**src/rtl/flex_counter_sched_pkg.sv**
```systemverilog
// Shared types and defaults for the flex_counter round-robin scheduler.
package flex_counter_sched_pkg;
  localparam int DEF_NUM_REQ      = 4;
  localparam int DEF_NUM_CNT_BITS = 4;
  localparam int GRANT_W          = $clog2(DEF_NUM_REQ);

  typedef enum logic [2:0] {
    IDLE  = 3'd0,
    LOAD  = 3'd1,
    RUN   = 3'd2,
    DONE  = 3'd3,
    ABORT = 3'd4
  } sched_state_t;
endpackage

```
**src/rtl/rr_arbiter.sv**
```systemverilog
// Combinational round-robin pick: first requester at or after ptr, wrapping.
module rr_arbiter #(
  parameter int N  = 4,
  parameter int GW = 2
) (
  input  logic [N-1:0]  req,
  input  logic [GW-1:0] ptr,
  output logic [GW-1:0] grant,
  output logic          any_req
);
  logic [GW-1:0] idx;

  // Scan from the farthest offset down so the nearest requester wins last.
  always_comb begin
    grant   = '0;
    any_req = 1'b0;
    idx     = '0;
    for (int i = N - 1; i >= 0; i--) begin
      idx = GW'((int'(ptr) + i) % N);
      if (req[idx]) begin
        grant   = idx;
        any_req = 1'b1;
      end
    end
  end
endmodule

```
**src/rtl/flex_counter_sched.sv**
```systemverilog
// Shares one flex_counter among NUM_REQ requesters; one timed delay per grant.
module flex_counter_sched
  import flex_counter_sched_pkg::*;
#(
  parameter int NUM_REQ      = DEF_NUM_REQ,
  parameter int NUM_CNT_BITS = DEF_NUM_CNT_BITS,
  localparam int GW          = $clog2(NUM_REQ)
) (
  input  logic                            CLK,
  input  logic                            nRST,
  input  logic [NUM_REQ-1:0]              req,
  input  logic [NUM_REQ*NUM_CNT_BITS-1:0] dur,
  output logic [NUM_REQ-1:0]              done,
  output logic                            busy,
  output logic [GW-1:0]                   grant_id,
  output logic                            cnt_clear,
  output logic                            cnt_enable,
  output logic [NUM_CNT_BITS-1:0]         cnt_rollover_val,
  input  logic                            cnt_rollover_flag
);
  sched_state_t            state_q, state_d;
  logic [GW-1:0]           ptr_q, ptr_d;
  logic [GW-1:0]           gid_q, gid_d;
  logic [NUM_CNT_BITS-1:0] rv_q, rv_d;

  logic [GW-1:0]           arb_gnt;
  logic                    arb_any;
  logic [NUM_CNT_BITS-1:0] dur_arr [NUM_REQ];
  logic [NUM_CNT_BITS-1:0] sel_dur;
  logic [GW-1:0]           next_ptr;

  rr_arbiter #(.N(NUM_REQ), .GW(GW)) u_arb (
    .req     (req),
    .ptr     (ptr_q),
    .grant   (arb_gnt),
    .any_req (arb_any)
  );

  always_comb begin
    for (int i = 0; i < NUM_REQ; i++) dur_arr[i] = dur[i*NUM_CNT_BITS +: NUM_CNT_BITS];
  end

  assign sel_dur  = dur_arr[arb_gnt];
  assign next_ptr = (gid_q == GW'(NUM_REQ - 1)) ? '0 : gid_q + 1'b1;

  always_comb begin
    state_d    = state_q;
    ptr_d      = ptr_q;
    gid_d      = gid_q;
    rv_d       = rv_q;
    done       = '0;
    busy       = (state_q != IDLE);
    cnt_clear  = 1'b0;
    cnt_enable = 1'b0;
    case (state_q)
      IDLE: begin
        if (arb_any) begin
          gid_d   = arb_gnt;
          rv_d    = sel_dur;
          // A zero delay never touches the counter.
          state_d = (sel_dur == '0) ? DONE : LOAD;
        end
      end
      LOAD: begin
        cnt_clear = 1'b1;
        state_d   = RUN;
      end
      RUN: begin
        // Hold the counter at D once it gets there so it can never wrap.
        cnt_enable = ~cnt_rollover_flag;
        if (!req[gid_q])            state_d = ABORT;
        else if (cnt_rollover_flag) state_d = DONE;
      end
      DONE: begin
        done[gid_q] = 1'b1;
        cnt_clear   = 1'b1;
        ptr_d       = next_ptr;
        state_d     = IDLE;
      end
      ABORT: begin
        cnt_clear = 1'b1;
        ptr_d     = next_ptr;
        state_d   = IDLE;
      end
      default: state_d = IDLE;
    endcase
  end

  always_ff @(posedge CLK or negedge nRST) begin
    if (!nRST) begin
      state_q <= IDLE;
      ptr_q   <= '0;
      gid_q   <= '0;
      rv_q    <= '0;
    end else begin
      state_q <= state_d;
      ptr_q   <= ptr_d;
      gid_q   <= gid_d;
      rv_q    <= rv_d;
    end
  end

  assign grant_id         = gid_q;
  assign cnt_rollover_val = rv_q;
endmodule
```
**config.mk**
```make
export PLATFORM = sky130hd
export DESIGN_NAME = flex_counter_sched
export DESIGN_NICKNAME = d
export VERILOG_FILES = /design/src/rtl/flex_counter_sched_pkg.sv /design/src/rtl/rr_arbiter.sv /design/src/rtl/flex_counter_sched.sv
export SDC_FILE = /design/constraint.sdc
export NUM_CORES = 1
export LEC_CHECK = 0
export CAP_MARGIN = 20
export CORE_MARGIN = 2
export CORE_UTILIZATION = 37
export CTS_CLUSTER_SIZE = 16
export DETAILED_ROUTE_END_ITERATION = 10
export PLACE_DENSITY = 0.83
export SETUP_SLACK_MARGIN = 0.05
export SYNTH_ARGS = -nofsm -noshare
export SYNTH_HDL_FRONTEND = slang
export SYNTH_HIERARCHICAL = 1
export SYNTH_SLANG_ARGS = --single-unit
```
**constraint.sdc**
```tcl
create_clock -name CLK -period 2.2 [get_ports CLK]
set_clock_uncertainty 0.2 [all_clocks]
set_input_delay 0.44 -clock CLK [delete_from_list [all_inputs] [get_ports CLK]]
set_output_delay 0.44 -clock CLK [all_outputs]
set_load 0.02 [all_outputs]
```
==> metrics.txt, run 1 <==
yosys warns 6; PortBufs 35; post-synthesis adder-cell area fraction 6.088%; peak supply drop 596.7 uV; final core utilization 59.76%; core footprint 0.002148 mm2; H-tree levels 1; number of enable flip-flop cells after synthesis 0; Final WS setup -0.006821 ns; Post-Route Setup TNS -0.006821 ns; layout cells sized above 1 30.33%; Worst-Skew Late Latency 0.27 ns; Final Cycle Share 100.3%; Slew headroom 65.96%; Sink Count 11; vias per cell 5.253; global route overflow 0; pre-CTS setup slack -0.5757 ns; crit path max fanout 6; Synth Register Bits 11; Final Max Slew Viols 0; ys async rst share 100.0%; drt total wl 2.122 mm; Mapped Nets 103; synth top area cells dfrtp_1 33%, mux4_2 11%, mux2_2 6.8%; final worst path period need 2.207 ns; Most used DFF post-synth dfrtp_1; vias in the first global route 771; Compound-Gate Fraction of Synth Area 10.81%; largest family of logic cells by synthesized area multiplexers; Final nets 150; I/O pins 36; Lkg Pwr 0.5786 nW; initial core utilization 38.26%; post-placement cell count 146; 1st-pass router iterations 4; clk root buf clkbuf_4; post-synthesis xor/xnor area fraction 0%; worst endpoint required time 2.21 ns; run status finished with violations; Core Rows 17; clk buf depth 2; antenna viol nets, final 0; Yosys top cell area share 33.49%; routability cong. 0.9169; Hold-fix buffers, CTS 0; CP endpoint kind register; Worst setup SP type register; TritonCTS clock tree yes; Synth Area in Simple Gates 22.22%; proportion of synthesized area in mux cells 23.44%; leading cell types in the layout, fill and taps excluded 24 x clkdlybuf4s50_1, 10 x buf_4, 8 x nor2_1, 8 x dfrtp_1; GRT Util Overall 18.50%; Num CTS Buffers 3; largest net degree at the start of global routing 18; Worst-path clk slew 0.07 ns; fin cells 150; Worst EP arrival 2.22 ns; worst slew pin tran 0.5090 ns; kind of critical path register to register; Die Area 0.002615 mm2; synthesized cell area 822.0 um2; Cell variety after synth 30; post-CTS setup buffers 0; RSZ-0062 raised after global routing true; Avg Inst Size Synth 10.82 um2; Finish-stage setup viols 1; die span in y 51.14 um; final hold vios 0; Synth area leader dfrtp_1; Area Overhead vs Synth 56.16%; first-pass GRT wire length 3.519 mm; via count 788; initial antenna violation count 0; most common cell after layout, fill and taps aside clkdlybuf4s50_1; DP Wirelength 1.773 mm; Max Clk Rate 0.4531 GHz; pwr dens 1290 mW/mm2; placed cell areas 0.001277 mm2; DR WL/cell 14.15 um; Max-cap violations 0; Cells after Synth 76; post-route cell area 0.001284 mm2; die width 51.14 um; Seq/Total Area, Yosys 33.49%; # DRC 0; n_diodes 0; DRT iter0 DRCs 13; worst min-delay path class input port to async pin; failing checks setup timing
[where the power goes]
part	total, mW	switching, mW	internal (mW)	leakage, nW
logic	1.07	0.494	0.580	0.435
clock network	0.143	0.0723	0.0704	0.0150
registers	0.440	0.131	0.309	0.129
total	1.66	0.697	0.959	0.579
[final timing paths]
kind                                  endpoint                start  cells past startpoint  slack [ns]
setup / recovery                    state_q[1]             ptr_q[1]                      6      -0.007
hold / removal                        ptr_q[1]                 nRST                      1        0.30
setup reg to reg                    state_q[1]             ptr_q[1]                      6      -0.007
hold reg to reg            cnt_rollover_val[1]  cnt_rollover_val[1]                      1        0.32
max in group asynchronous          grant_id[0]                 nRST                      1        1.13
min in group CLK           cnt_rollover_val[1]  cnt_rollover_val[1]                      1        0.32
[area by class of cell]
type                       count  area, um2
timing repair buffer          46      414.1
tap                           28      35.03
fill                         200      864.6
clock buffer                   4      26.28
multi-input combinational     59      521.8
inverter                       2      7.507
sequential                    11      279.0
[worst max-delay path, cell delays in order, from the launching register on]
cell and delay (ns):
dfrtp_2 0.45, mux2i_1 0.14, a211oi_2 0.18, buf_4 0.19, mux4_2 0.54, nor4_4 0.29
a211o_1 0.16
[registers in the layout, summed over array words and instances (netlist names)]
name,flops
cnt_rollover_val,4
grant_id,2
ptr_q,2
state_q,3
[Yosys cell counts, drive strengths merged (3+ instances only)]
cell type  instances
a211oi             3
nand2b             4
buf                3
mux2               5
nor2b              3
nor2               9
mux4               5
ha                 4
dfrtp             11
and3               5
nand2              5
[through the flow]
step	hold WS (ns)	power, mW
after floorplan	-0.05559	1.069
after global placement	0.3063	1.487
after detailed placement	0.3136	1.534
after CTS	0.3141	1.667
after global routing	0.3312	1.790
final	0.3012	1.657
[kinds of logic (layout without fill, tap and decap cells)]
family | after synthesis | after routing
AOI/OAI and AO/OA | 12 | 12
adders and majority gates | 4 | 4
buffers and inverters | 6 | 52
DFF | 11 | 11
muxes | 12 | 12
and+or+nand+nor | 31 | 31
[routing by layer]
metal	vias to the layer above	share of wire, %	global-route usage [%]	wire length, um
met5	-	0	0	0
li1	376	-	-	-
met4	0	2.2	7.207	46
met2	28	54	33.55	1143
met1	380	36	19.74	774
met3	4	7.4	5.848	158
[repair_timing]
action	4_1_cts	5_1_grt
pin swaps	2	3
gates resized for setup	17	14
endpoints found under the setup margin	12	12
(Power assumes the default switching activity.)
==> run 2: changes to the inputs <==
--- a/config.mk
+++ b/config.mk
@@ -7,10 +7,10 @@
 export LEC_CHECK = 0
 export CAP_MARGIN = 20
 export CORE_MARGIN = 2
-export CORE_UTILIZATION = 37
+export CORE_UTILIZATION = 44
 export CTS_CLUSTER_SIZE = 16
 export DETAILED_ROUTE_END_ITERATION = 10
-export PLACE_DENSITY = 0.83
+export PLACE_DENSITY = 0.91
 export SETUP_SLACK_MARGIN = 0.05
 export SYNTH_ARGS = -nofsm -noshare
 export SYNTH_HDL_FRONTEND = slang
==> constraint.sdc (replaced) <==
create_clock -name CLK -period 2.6 [get_ports CLK]
set_clock_uncertainty 0.2 [all_clocks]
set_input_delay 0.52 -clock CLK [delete_from_list [all_inputs] [get_ports CLK]]
set_output_delay 0.52 -clock CLK [all_outputs]
set_load 0.02 [all_outputs]
==> metrics.txt, run 2 (synthesized netlist as in run 1, its figures left out) <==
run status completed; Worst-path clk slew 0.07 ns (about the same); DRT iter0 DRCs 6 (-7); worst min-delay path class register to register; Finish-stage setup viols 0 (-1); Worst EP arrival 2.52 ns (+0.30 ns); final worst path period need 2.511 ns; peak supply drop 620.0 uV (+3.9%); kind of critical path input port to register; clk root buf clkbuf_4; final core utilization 71.97% (+12 points); max FFs per register 4 (unchanged); vias per cell 5.319 (+1.3%); Worst setup SP type input port; Final nets 144 (-4.0%); Sink Count 11 (unchanged); Slew headroom 65.13% (-0.83 points); I/O pins 36 (unchanged); 1st-pass router iterations 4 (unchanged); switching portion of total power 42.20% (+0.11 points); Comb pwr share 64.2% (-0.7 points); Worst-Skew Late Latency 0.26 ns (about the same); Crit path buffers/inverters 2 (+1); worst slew pin tran 0.5214 ns (+0.01236 ns); NetSw 0.5684 mW (-18%); n_diodes 0 (unchanged); Post-Route Setup TNS 0 ns (+0.006821 ns); Final WS setup 0.08910 ns (+0.09592 ns); vias in the first global route 736 (-4.5%); Final Cycle Share 96.57%; Hold-fix buffers, CTS 0 (unchanged); Num CTS Buffers 3 (unchanged); clock share of power 8.6% (about the same); Seq pwr share 27.2% (+0.7 points); via count 750 (-4.8%); global route overflow 0 (unchanged); fin cells 141 (-6.0%); crit-path cells clkdlybuf4s50_1, buf_4, nand2b_1, a211oi_1, nor2_2, mux4_2, nor4_2, a211o_1; DR WL/cell 14.47 um (+2.3%); post-placement cell count 137 (-6.2%); initial core utilization 47.10% (+8.8 points); most common cell after layout, fill and taps aside clkdlybuf4s50_1; Max-cap violations 0 (unchanged); Max Clk Rate 0.3983 GHz; placed cell areas 0.001216 mm2 (-4.8%); TritonCTS clock tree yes; largest net degree at the start of global routing 18 (unchanged); routability cong. 0.7733 (-16%); DP Wirelength 1.623 mm (-8.5%); RSZ-0062 raised after global routing true; worst hold slack 0.3172 ns (+0.01606 ns); PortBufs 35 (unchanged); drt total wl 2.040 mm (-3.9%); Core Rows 15 (-2); crit path max fanout 5 (-1); die width 47.23 um (-7.6%); first-pass GRT wire length 3.332 mm (-5.3%); post-CTS setup buffers 0 (unchanged); CP endpoint kind register; # DRC 0 (unchanged); pre-CTS setup slack -0.1752 ns (+0.4005 ns); H-tree levels 1 (unchanged); initial antenna violation count 0 (unchanged); CP max stage cell clkdlybuf4s50_1; Pwr Total 1.347 mW (-19%); clk buf depth 2 (unchanged); leading cell types in the layout, fill and taps excluded 32 x clkdlybuf4s50_1, 10 x dfrtp_1, 8 x nor2_1; Crit path largest cell delay 0.43 ns (-0.11 ns); CP delay by family, top buffers and inverters; layout cells sized above 1 19.83% (-11 points); die span in y 47.23 um (-7.6%); Lkg Pwr 0.5835 nW (+0.85%); Die Area 0.002230 mm2 (-15%); post-route cell area 0.001256 mm2 (-2.1%); P_int 0.7787 mW (-19%); core footprint 0.001745 mm2 (-19%); Final Max Slew Viols 0 (unchanged); worst endpoint required time 2.60 ns (+0.39 ns); antenna viol nets, final 0 (unchanged); final hold vios 0 (unchanged); pwr dens 1072 mW/mm2 (-17%); Area Overhead vs Synth 52.82%; GRT Util Overall 21.79% (+3.3 points)
## run 2: per-layer routing
metal | global-route usage (%) | up-vias | routed length, um
li1 | - | 364 | -
met5 | 0 | - | 0
met2 | 36.49 | 33 | 1066
met4 | 7.222 | 0 | 11
met1 | 26.94 | 351 | 835
met3 | 6.154 | 2 | 126
## run 2: layout make-up
cell class                 instances  area (um2)
multi-input combinational         59       519.2
fill                             132       489.2
timing repair buffer              40       395.4
sequential                        11       276.5
tap                               25       31.28
clock buffer                       4       26.28
inverter                           2       7.507
## run 2: path summary, 6_finish.rpt
path / startpoint / to / slack (ns) / cells after the start
hold reg to reg: cnt_rollover_val[1] / cnt_rollover_val[1] / 0.32 / 1
setup / recovery: req[3] / state_q[1] / 0.09 / 8
setup reg to reg: ptr_q[1] / state_q[1] / 0.32 / 7
hold / removal: cnt_rollover_val[1] / cnt_rollover_val[1] / 0.32 / 1
min in group asynchronous: nRST / ptr_q[0] / 0.40 / 1
max in group asynchronous: nRST / state_q[1] / 1.43 / 1
## run 2: power groups by stage
stage / sequential [mW] / clock (mW) / combinational [mW]
global placement: 0.362 / 0 / 0.837
finish: 0.367 / 0.116 / 0.865
global route: 0.387 / 0.129 / 0.935
CTS: 0.367 / 0.119 / 0.871
floorplan: 0.387 / 0 / 0.517
detailed placement: 0.366 / 0 / 0.864
## run 2: worst register-to-register path, stage by stage (launching register included)
cell,delay (ns)
dfrtp_1,0.50
nand2b_1,0.15
a21oi_1,0.07
a211oi_2,0.14
buf_4,0.18
mux4_2,0.54
nor4_2,0.28
a211o_1,0.16
## run 2: timing repair
action | CTS | global route
gates resized for setup | 1 | 5
setup endpoints to repair | 4 | 11
hold endpoints to repair | 0 | 0
==> run 3: changes to the inputs <==
--- a/config.mk
+++ b/config.mk
@@ -10,6 +10,7 @@
 export CORE_UTILIZATION = 44
 export CTS_CLUSTER_SIZE = 16
 export DETAILED_ROUTE_END_ITERATION = 10
+export MAX_ROUTING_LAYER = met4
 export PLACE_DENSITY = 0.91
 export SETUP_SLACK_MARGIN = 0.05
 export SYNTH_ARGS = -nofsm -noshare
==> metrics.txt, run 3 (synthesized netlist as in run 1, its figures left out) <==
worst endpoint required time 2.61 ns (about the same); post-route cell area 0.001256 mm2 (unchanged); DP Wirelength 1.623 mm (unchanged); leading cell types in the layout, fill and taps excluded 32 x clkdlybuf4s50_1, 10 x dfrtp_1, 8 x nor2_1; pwr dens 1073 mW/mm2 (about the same); initial core utilization 47.10% (unchanged); most common cell after layout, fill and taps aside clkdlybuf4s50_1; Num CTS Buffers 3 (unchanged); Die Area 0.002230 mm2 (unchanged); Lkg Pwr 0.5835 nW (unchanged); Max-cap violations 0 (unchanged); Final Max Slew Viols 0 (unchanged); PortBufs 35 (unchanged); CP max stage cell clkdlybuf4s50_1; footprint of the multi-input gates 519.2 um2 (unchanged); via count 750 (unchanged); crit path max fanout 5 (unchanged); clock share of power 8.6% (about the same); clk root buf clkbuf_4; global route overflow 0 (unchanged); switching portion of total power 42.25% (+0.053 points); Worst-Skew Late Latency 0.27 ns (about the same); drt total wl 2.044 mm (+0.20%); worst slew pin tran 0.5211 ns (-0.0002425 ns); n_diodes 0 (unchanged); DR WL/cell 14.50 um (+0.20%); die width 47.23 um (unchanged); NetSw 0.5696 mW (+0.22%); Core Rows 15 (unchanged); Slew headroom 65.15% (about the same); placed cell areas 0.001216 mm2 (unchanged); run status completed; vias per cell 5.319 (unchanged); final hold vios 0 (unchanged); worst min-delay path class register to register; I/O pins 36 (unchanged); initial antenna violation count 0 (unchanged); layout cells sized above 1 19.83% (unchanged); Worst setup SP type input port; H-tree levels 1 (unchanged); Sink Count 11 (unchanged); Area Overhead vs Synth 52.82% (unchanged); FF+latch area 276.5 um2 (unchanged); worst hold slack 0.3174 ns (+0.0001420 ns); TritonCTS clock tree yes; max FFs per register 4 (unchanged); CP endpoint kind register; Finish-stage setup viols 0 (unchanged); Seq pwr share 27.2% (about the same); # DRC 0 (unchanged); core footprint 0.001745 mm2 (unchanged); post-CTS setup buffers 0 (unchanged); kind of critical path input port to register; vias in the first global route 735 (-0.14%); peak supply drop 620.4 uV (about the same); 1st-pass router iterations 4 (unchanged); antenna viol nets, final 0 (unchanged); Final Cycle Share 96.60% (about the same); crit-path cells clkdlybuf4s50_1, buf_4, nand2b_1, a211oi_1, nor2_2, mux4_2, nor4_2, a211o_1; largest net degree at the start of global routing 18 (unchanged); GRT Util Overall 22.50% (+0.71 points); Fillers 132 (unchanged); Final nets 144 (unchanged); Crit path largest cell delay 0.43 ns (about the same); DRT iter0 DRCs 6 (unchanged); final worst path period need 2.512 ns (+0.0007292 ns); RSZ-0062 raised after global routing true; Max Clk Rate 0.3981 GHz (about the same); routability cong. 0.7838 (+1.4%); die span in y 47.23 um (unchanged); Comb pwr share 64.2% (about the same); clk buf depth 2 (unchanged); Hold-fix buffers, CTS 0 (unchanged); Worst EP arrival 2.52 ns (about the same); Worst-path clk slew 0.07 ns (about the same); P_int 0.7787 mW (about the same); first-pass GRT wire length 3.332 mm (unchanged)
run 3: path summary, 6_finish.rpt:
check / startpoint / to / slack, ns / cells after the start
worst max-delay path: req[3] / state_q[1] / 0.09 / 8
worst min-delay path: cnt_rollover_val[1] / cnt_rollover_val[1] / 0.32 / 1
worst max register to register: ptr_q[1] / state_q[1] / 0.32 / 7
worst min register to register: cnt_rollover_val[1] / cnt_rollover_val[1] / 0.32 / 1
max in group asynchronous: nRST / state_q[1] / 1.43 / 1
min in group asynchronous: nRST / ptr_q[0] / 0.39 / 1
run 3: power groups by stage:
stage / logic (mW) / registers, mW / clock network [mW]
after floorplan: 0.517 / 0.387 / 0
after global placement: 0.837 / 0.362 / 0
after detailed placement: 0.864 / 0.366 / 0
after CTS: 0.871 / 0.367 / 0.119
after global routing: 0.935 / 0.387 / 0.129
final: 0.865 / 0.367 / 0.116
run 3: cell type report:
cell class | count | area share [%]
multi-input combinational | 59 | 41.33
inverter | 2 | 0.5976
timing repair buffer | 40 | 31.47
tap | 25 | 2.490
sequential | 11 | 22.01
clock buffer | 4 | 2.092
run 3: metrics by stage:
stage	setup WS, ns	setup TNS (ns)	std cells	total power [mW]	utilization [%]
2_1_floorplan	0.4697	0	76	0.9044	-
3_3_place_gp	-0.09024	-0.2375	137	1.198	69.68
3_5_place_dp	-0.1752	-0.5036	137	1.230	69.68
4_1_cts	0.1031	0	141	1.357	71.33
5_1_grt	0.03949	0	141	1.451	71.97
6_report	0.08837	0	141	1.348	71.97
run 3: repair_timing:
item | in CTS | in global routing
gates cloned | 0 | 0
setup endpoints to repair | 4 | 11
resized for setup | 1 | 5
run 3: routing by layer:
layer  vias to the layer above  track usage [%]  share of wire, %
met5                         -                -                 0
met2                        33            36.49                52
li1                        364                -                 -
met4                         0            7.222              0.73
met1                       349            27.67                42
met3                         4            5.000               5.2
run 3: critical path, delay by kind of cell:
kind,cells,cell delay (ns)
mux,1,0.35
compound gates,2,0.50
buf+inv,2,0.59
simple gates,3,0.55
